### src/rtl/ecg_buffer_ctrl.sv
// ---------------------------------------------------------------------------
// ecg_buffer_ctrl
//
// Owns the single-port ECG sample RAM that feeds the waveform renderer and
// shares it between a streaming sample source and the pixel-rate display
// read. During active video the display owns the RAM. Incoming samples are
// written only during blanking. At each frame start a scroll base is latched
// so that the trace shows the most recent VIS samples.
//
// Ports
//   clk, reset            pixel clock, synchronous active-high reset
//   x, y                  VGA timing counters (column / row)
//   frame_start           one-cycle pulse at the start of vertical blanking
//   pause                 1 = freeze the scroll base (writes continue)
//   in_valid/in_data      sample stream from the source
//   in_ready              combinational acceptance, low during video/latch
//   mem_en/we/addr/wdata  single-port RAM control
//   mem_rdata             RAM read data, one cycle after a read
//   sample_out/sample_vld sample for the column presented two cycles earlier
//   wr_ptr                next write address
//   fill_count            samples written since reset, saturating at DEPTH
// ---------------------------------------------------------------------------
module ecg_buffer_ctrl #(
    parameter int AW       = 8,
    parameter int DW       = 8,
    parameter int H_ACTIVE = 640,
    parameter int V_ACTIVE = 480,
    parameter int XSHIFT   = 2
) (
    input  logic          clk,
    input  logic          reset,
    input  logic [9:0]    x,
    input  logic [9:0]    y,
    input  logic          frame_start,
    input  logic          pause,
    input  logic          in_valid,
    input  logic [DW-1:0] in_data,
    output logic          in_ready,
    output logic          mem_en,
    output logic          mem_we,
    output logic [AW-1:0] mem_addr,
    output logic [DW-1:0] mem_wdata,
    input  logic [DW-1:0] mem_rdata,
    output logic [DW-1:0] sample_out,
    output logic          sample_vld,
    output logic [AW-1:0] wr_ptr,
    output logic [AW:0]   fill_count
);

    typedef logic [AW-1:0] addr_t;
    typedef logic [AW:0]   cnt_t;

    localparam int         DEPTH   = 2 ** AW;
    localparam int         VIS     = H_ACTIVE >> XSHIFT;
    localparam logic [9:0] H_ACT   = 10'(H_ACTIVE);
    localparam logic [9:0] V_ACT   = 10'(V_ACTIVE);
    localparam cnt_t       DEPTH_C = cnt_t'(DEPTH);
    localparam cnt_t       VIS_C   = cnt_t'(VIS);
    localparam addr_t      VIS_A   = addr_t'(VIS);
    localparam addr_t      ONE_A   = addr_t'(1);
    localparam cnt_t       ONE_C   = cnt_t'(1);

    typedef enum logic [1:0] {
        S_BLANK   = 2'd0,
        S_DISPLAY = 2'd1,
        S_LATCH   = 2'd2
    } state_t;

    // Fill counter increment that sticks at DEPTH once the buffer is full.
    function automatic cnt_t sat_inc(input cnt_t c);
        return (c >= DEPTH_C) ? DEPTH_C : c + ONE_C;
    endfunction

    // Sample column shown at pixel column px.
    function automatic addr_t col_of(input logic [9:0] px);
        logic [9:0] xs;
        xs = px >> XSHIFT;
        return addr_t'(xs);
    endfunction

    state_t  state_q, state_d;
    addr_t   wr_ptr_q, wr_ptr_d;
    cnt_t    fill_q, fill_d;
    addr_t   scroll_q, scroll_d;
    logic    vld_p1_q, vld_p1_d;
    logic    vld_p2_q, vld_p2_d;
    logic [DW-1:0] sample_p2_q, sample_p2_d;

    logic    active;
    logic    wr_fire;
    logic    rd_fire;
    addr_t   rd_addr;

    always_comb begin
        active   = (x < H_ACT) && (y < V_ACT);
        in_ready = !active && (state_q != S_LATCH);
        // A handshake seen while reset is asserted is dropped, not written.
        wr_fire  = in_valid && in_ready && !reset;
        rd_fire  = active && !reset;
        rd_addr  = scroll_q + col_of(x);

        mem_en    = wr_fire || rd_fire;
        mem_we    = wr_fire;
        mem_addr  = wr_fire ? wr_ptr_q : (rd_fire ? rd_addr : '0);
        mem_wdata = wr_fire ? in_data : '0;
    end

    always_comb begin
        state_d     = state_q;
        wr_ptr_d    = wr_ptr_q;
        fill_d      = fill_q;
        scroll_d    = scroll_q;

        unique case (state_q)
            // frame_start only counts when it arrives in settled blanking.
            S_BLANK:   state_d = (frame_start && !active) ? S_LATCH :
                                 (active ? S_DISPLAY : S_BLANK);
            S_DISPLAY: state_d = active ? S_DISPLAY : S_BLANK;
            S_LATCH:   state_d = active ? S_DISPLAY : S_BLANK;
            default:   state_d = S_BLANK;
        endcase

        if (wr_fire) begin
            wr_ptr_d = wr_ptr_q + ONE_A;
            fill_d   = sat_inc(fill_q);
        end

        // Until VIS samples exist the trace starts at address 0; afterwards
        // it ends at the newest sample (modulo-DEPTH subtraction).
        if (state_q == S_LATCH && !pause) begin
            scroll_d = (fill_q >= VIS_C) ? (wr_ptr_q - VIS_A) : '0;
        end

        // p1: read issued last cycle, mem_rdata valid now
        vld_p1_d    = rd_fire;
        // p2: registered output sample
        vld_p2_d    = vld_p1_q;
        sample_p2_d = vld_p1_q ? mem_rdata : sample_p2_q;
    end

    always_ff @(posedge clk) begin
        if (reset) begin
            state_q     <= S_BLANK;
            wr_ptr_q    <= '0;
            fill_q      <= '0;
            scroll_q    <= '0;
            vld_p1_q    <= 1'b0;
            vld_p2_q    <= 1'b0;
            sample_p2_q <= '0;
        end else begin
            state_q     <= state_d;
            wr_ptr_q    <= wr_ptr_d;
            fill_q      <= fill_d;
            scroll_q    <= scroll_d;
            vld_p1_q    <= vld_p1_d;
            vld_p2_q    <= vld_p2_d;
            sample_p2_q <= sample_p2_d;
        end
    end

    assign sample_out = sample_p2_q;
    assign sample_vld = vld_p2_q;
    assign wr_ptr     = wr_ptr_q;
    assign fill_count = fill_q;

endmodule

### config.mk
export PLATFORM = sky130hd
export DESIGN_NAME = ecg_buffer_ctrl
export DESIGN_NICKNAME = d
export VERILOG_FILES = /design/src/rtl/ecg_buffer_ctrl.sv
export SDC_FILE = /design/constraint.sdc
export NUM_CORES = 1
export LEC_CHECK = 0
export CAP_MARGIN = 30
export CORE_UTILIZATION = 43
export CTS_CLUSTER_DIAMETER = 30
export DETAILED_ROUTE_END_ITERATION = 10
export HOLD_SLACK_MARGIN = 0.02
export MAX_ROUTING_LAYER = met4
export PLACE_DENSITY_LB_ADDON = 0.05
export SLEW_MARGIN = 40
export SYNTH_ARGS = -nofsm -noshare
export SYNTH_HDL_FRONTEND = slang
export SYNTH_SLANG_ARGS = --single-unit
export TNS_END_PERCENT = 50
### constraint.sdc
create_clock -name clk -period 2.25 [get_ports clk]
set_clock_uncertainty 0.05 [all_clocks]
set_input_delay 0.3375 -clock clk [delete_from_list [all_inputs] [get_ports clk]]
set_output_delay 0.3375 -clock clk [all_outputs]
set_load 0.1 [all_outputs]
## Yosys cells after proc, flatten, opt, wreduce, memory -nomap -nowiden

Index checks and enable logic that the tools add are counted.
Widths: inputs -> output; s select.

| operators by class | value |
|---|---|
| multiplexer cells | 8 |
| equality and inequality tests | 3 |
| reductions and logical operators | 13 |
| add/subtract/negate cells | 4 |
| magnitude comparators | 4 |

Operator list:

| operator | number |
|---|---|
| $mux 8 | 4 |
| $lt 10x10->1 const B | 1 |
| $lt 10x9->1 const B | 1 |
| $add 9x1->9 const B | 1 |
| $ge 9x8->1 const B | 1 |
| $ge 9x9->1 const B | 1 |
| $mux 9 | 1 |
| $add 8x1->8 const B | 1 |
| $add 8x8->8 | 1 |
| $sub 8x8->8 const B | 1 |
| $logic_and 1x1->1 | 7 |
| $pmux 2 s2 | 1 |
| $logic_not 1->1 | 3 |
| $eq 2x1->1 const B | 1 |
| $eq 2x2->1 const B | 1 |
| $logic_not 2->1 | 1 |
| $mux 2 | 1 |
| $ne 2x2->1 const B | 1 |
| $reduce_or 2->1 | 1 |
| $logic_or 1x1->1 | 1 |
| $mux 1 | 1 |

| word-level totals | value |
|---|---|
| register bits | 37 |

## Longest topological paths before layout

Gate-level depths: netlist of the first run.

| depth | value |
|---|---|
| word-level depth | 7 |
| gate-level depth with buffers | 8 |
| mapped depth without buffers | 7 |

## Least setup slack after synthesis of the first run

Ideal clock, no wire load.

| path | value |
|---|---|
| path kind | reg-to-output |
| start | register wr_ptr_q[2] (netlist: wr_ptr[2]) |
| end | output port mem_addr[2] |
| arrival time | 2.533 ns |
| setup slack | -0.670 ns |
| path buffers | 0 |
| required time | 1.862 ns |
| cell stages (with the launch flop) | 3 |
| cell sequence | dfxtp_1 -> a22oi_1 -> nor2_1 |

| on the way | value |
|---|---|
| word-level cells in the longest chain between the ends | 1 |

RTL lines:

| what | line | text |
|---|---|---|
| from (decl) | 82 | `addr_t wr_ptr_q, wr_ptr_d;` |
| from (signal assigned) | 152 | `wr_ptr_q <= wr_ptr_d;` |
| $mux 8 | 104 | `mem_addr = wr_fire ? wr_ptr_q : (rd_fire ? rd_addr : '0);` |
| to (decl) | 41 | `output logic [AW-1:0] mem_addr,` |

No other way between the ends.

## Worst setup path in the final report of the first run

| path | value |
|---|---|
| start | register scroll_q[0] |
| end | output port mem_addr[6] |

| on the way | value |
|---|---|
| word-level cells in the longest chain between the ends | 3 |

RTL lines:

| what | line | text |
|---|---|---|
| from (decl) | 84 | `addr_t scroll_q, scroll_d;` |
| from (signal assigned) | 154 | `scroll_q <= scroll_d;` |
| $add 8x8->8 | 100 | `rd_addr = scroll_q + col_of(x);` |
| $mux 8 (2 in a row) | 104 |  |

No other way between the ends.

==> results.md, run 1 <==
- Status: complete, but fails checks
- Failing checks: negative setup slack
- Worst Hold Class: flop to flop
- Synth warnings: 0
- # placed instances: 375
- Crit share post-route: 111%
- Total grt overflow: 0
- Setup TNS: -0.633 ns
- EDFF count, synth: 0
- GRT Util Overall: 24.2%
- Clock Tree Root: clkbuf_8
- Initial DRC Count: 118
- Via count: 2,134
- Mapped Cells: 231
- Pre-CTS worst setup slack: -0.520 ns
- Syn nets: 288
- #FFs+latches synth: 37
- Syn avg cell area: 9.03 sq um
- Pwr Total: 1.95 mW
- Top post-synthesis cells by count: dfxtp_1, nor2_1, ha_1
- Diodes inserted: 0
- Post-layout min period: 2.50 ns
- Most frequent cell after synthesis: dfxtp_1
- CP max stage cell: fa_2
- CP bufs+invs: 1
- CTS tree: yes
- CP peak stage delay: 0.36 ns
- Io pins: 86
- Longest Clk Path Bufs: 2
- Post-synthesis sequential area ratio: 35.5%
- Die Wd: 71.7 um
- CP Data Required Time: 1.86 ns
- Post-DRT Antenna Nets: 0
- Vias in the first global route: 1,996
- Crit start category: flop
- Largest net degree at the start of global routing: 19
- RSZ-0062 raised after global routing: true
- DR pass1 iterations: 4
- Main synth FF type: dfxtp_1
- Port bufs: 78
- Vias/cell: 5.44
- Area grow syn2layout: 76.7%
- CORE AREA: 0.00450 sq mm
- Pleak: 1.54 nW
- Async set-reset flop share out of synthesis: 0%
- Synth area leader: dfxtp_1
- First-pass GRT wire length: 9510 um
- H-tree depth: 2
- Final Max Tran Viols: 0
- Final wirelength: 6230 um
- Ratio of cells with drive above 1 in the final layout: 40.6%
- # setup viols final: 5
- Measured slew at the worst slew-check pin: 0.474 ns
- DP HPWL: 4120 um
- Post-Syn Area: 0.00209 sq mm
- Die Footprint: 0.00514 sq mm
- Chip Height: 71.7 um
- IR Drop Worst-Case VDD: 0.392 mV
- Num CTS Buffers: 5
- Crit. End Element: output port
- Nets@finish: 396
- Fmax: 0.401 GHz
- Pwr per Cell Area: 530 mW/mm^2
- Share of the synthesized area in the top cell type: 35.5%
- Max-cap violations: 0
- Crit path cell chain: ha_4, fa_2, a211oi_2, o21bai_1, a21oi_2, xnor2_1, a22o_4, buf_12
- Maximum fanout along the worst path: 2
- Starting Density: 46.3%
- Clk_lat worst skew: 0.29 ns
- Hold_buf cts: 0
- Crit Path Category: flop to output port
- Top cells by area, synth: dfxtp_1, ha_1, nor2_1
- Crit-path leading delay family: compound AO/OA/AOI/OAI gates
- Clock-pin slew on the worst setup and hold paths: 0.08 ns
- Netlist cell types: 46
- DRC viols: 0
- Final hold viol count: 0
- Placer's final routability congestion estimate: 0.788
- WL/cell: 15.9 um
- Worst relative slew slack: 68.4%
- FP Rows: 24
- Clock net sink count: 37
- Arrival time worst endpoint: 2.11 ns
- Initial antenna violation count: 0
- Non-Filler Instances: 392
- WHS: 0.451 ns
- Fin worst setup slack: -0.247 ns
-- what timing repair did --
item                       in CTS  in global routing
cloned                          0                  1
setup buffers                   4                  5
setup endpoints to repair      17                 17
pin swaps                      24                 12
gates resized for setup        33                 17
-- final timing paths --
path            startpoint       endpoint  slack (ns)  depth (start not counted)
max            scroll_q[0]    mem_addr[6]       -0.25                          8
min          sample_out[6]  sample_out[6]        0.45                          2
max reg2reg     state_q[0]      wr_ptr[3]        0.55                          9
min reg2reg  sample_out[6]  sample_out[6]        0.45                          2
-- layer usage --
layer | vias up | wire, um | track usage, %
li1 | 1029 | - | -
met5 | - | 0 | -
met4 | 0 | 53 | 5.45
met3 | 7 | 328 | 5.34
met1 | 1029 | 2630 | 31.0
met2 | 69 | 3220 | 39.0
-- through the flow --
stage	util, %	area [sq um]
floorplan	-	2130
global placement	72.0	3240
detailed placement	72.0	3240
CTS	78.9	3550
global route	81.9	3690
finish	81.9	3690
-- registers in the layout (all words and copies together), names as in the netlist --
name,count
fill_count,9
sample_out,8
sample_vld,1
scroll_q,8
state_q,2
vld_p1_q,1
wr_ptr,8
-- where the power goes --
part           switching [mW]  leakage, nW  total, mW  internal, mW
Sequential             0.0216        0.303      0.692         0.671
Combinational           0.345         1.17      0.570         0.225
Clock                   0.251       0.0681      0.692         0.440
-- logic make-up (layout without fill, tap and decap cells) --
| kind of cell | Yosys count | count (layout) | share of synthesized area [%] |
|---|---|---|---|
| AND/OR/NAND/NOR | 85 | 85 | 21.7 |
| flip-flops | 37 | 37 | 35.5 |
| XOR/XNOR | 14 | 14 | 5.88 |
| multiplexers | 9 | 9 | 4.32 |
| buffers and inverters | 16 | 125 | 3.48 |
| AO/OA/AOI/OAI | 54 | 54 | 19.2 |
| adder cells (fa/ha/maj) | 16 | 16 | 9.95 |
-- layout make-up --
| type | count | area [sq um] |
|---|---|---|
| Clock buffer | 5 | 68.8 |
| Clock inverter | 3 | 65.1 |
| Fill cell | 285 | 817 |
| Inverter | 8 | 30.0 |
| Multi-Input combinational cell | 178 | 1520 |
| Sequential cell | 37 | 748 |
| Tap cell | 52 | 65.1 |
| Timing Repair Buffer | 109 | 1190 |
-- worst reg2reg max path: stages, from the launching register on --
cell and delay, ns:
dfxtp_2 0.34, inv_2 0.05, ha_4 0.15, nand2b_4 0.14, buf_4 0.14, a21oi_2 0.18, buf_4 0.20, nand4_1 0.12
xor2_1 0.18, nor2_1 0.05
-- cell usage in the layout (no fill, tap or decap), drive strengths merged, types with 8 or more instances in the layout --
cell type / n
dlygate4sd2: 10
and2: 10
dfxtp: 37
inv: 8
clkdlybuf4s50: 22
ha: 15
nand2: 14
mux2i: 9
xnor2: 8
a21oi: 15
buf: 75
nor2: 32
a22oi: 10
Power figures use the tool's default switching activity.
==> inputs of run 2 (changes only) <==
Settings changed: CTS_CLUSTER_SIZE from default to 30.
==> results of run 2 <==
Same layout as run 1: the final DEF is identical, and so are final timing and power.
==> inputs of run 3 (changes only) <==
Settings changed: SLEW_MARGIN 40 to 20.
==> results of run 3 <==
Same layout as run 1: the final DEF is identical, and so are final timing and power.
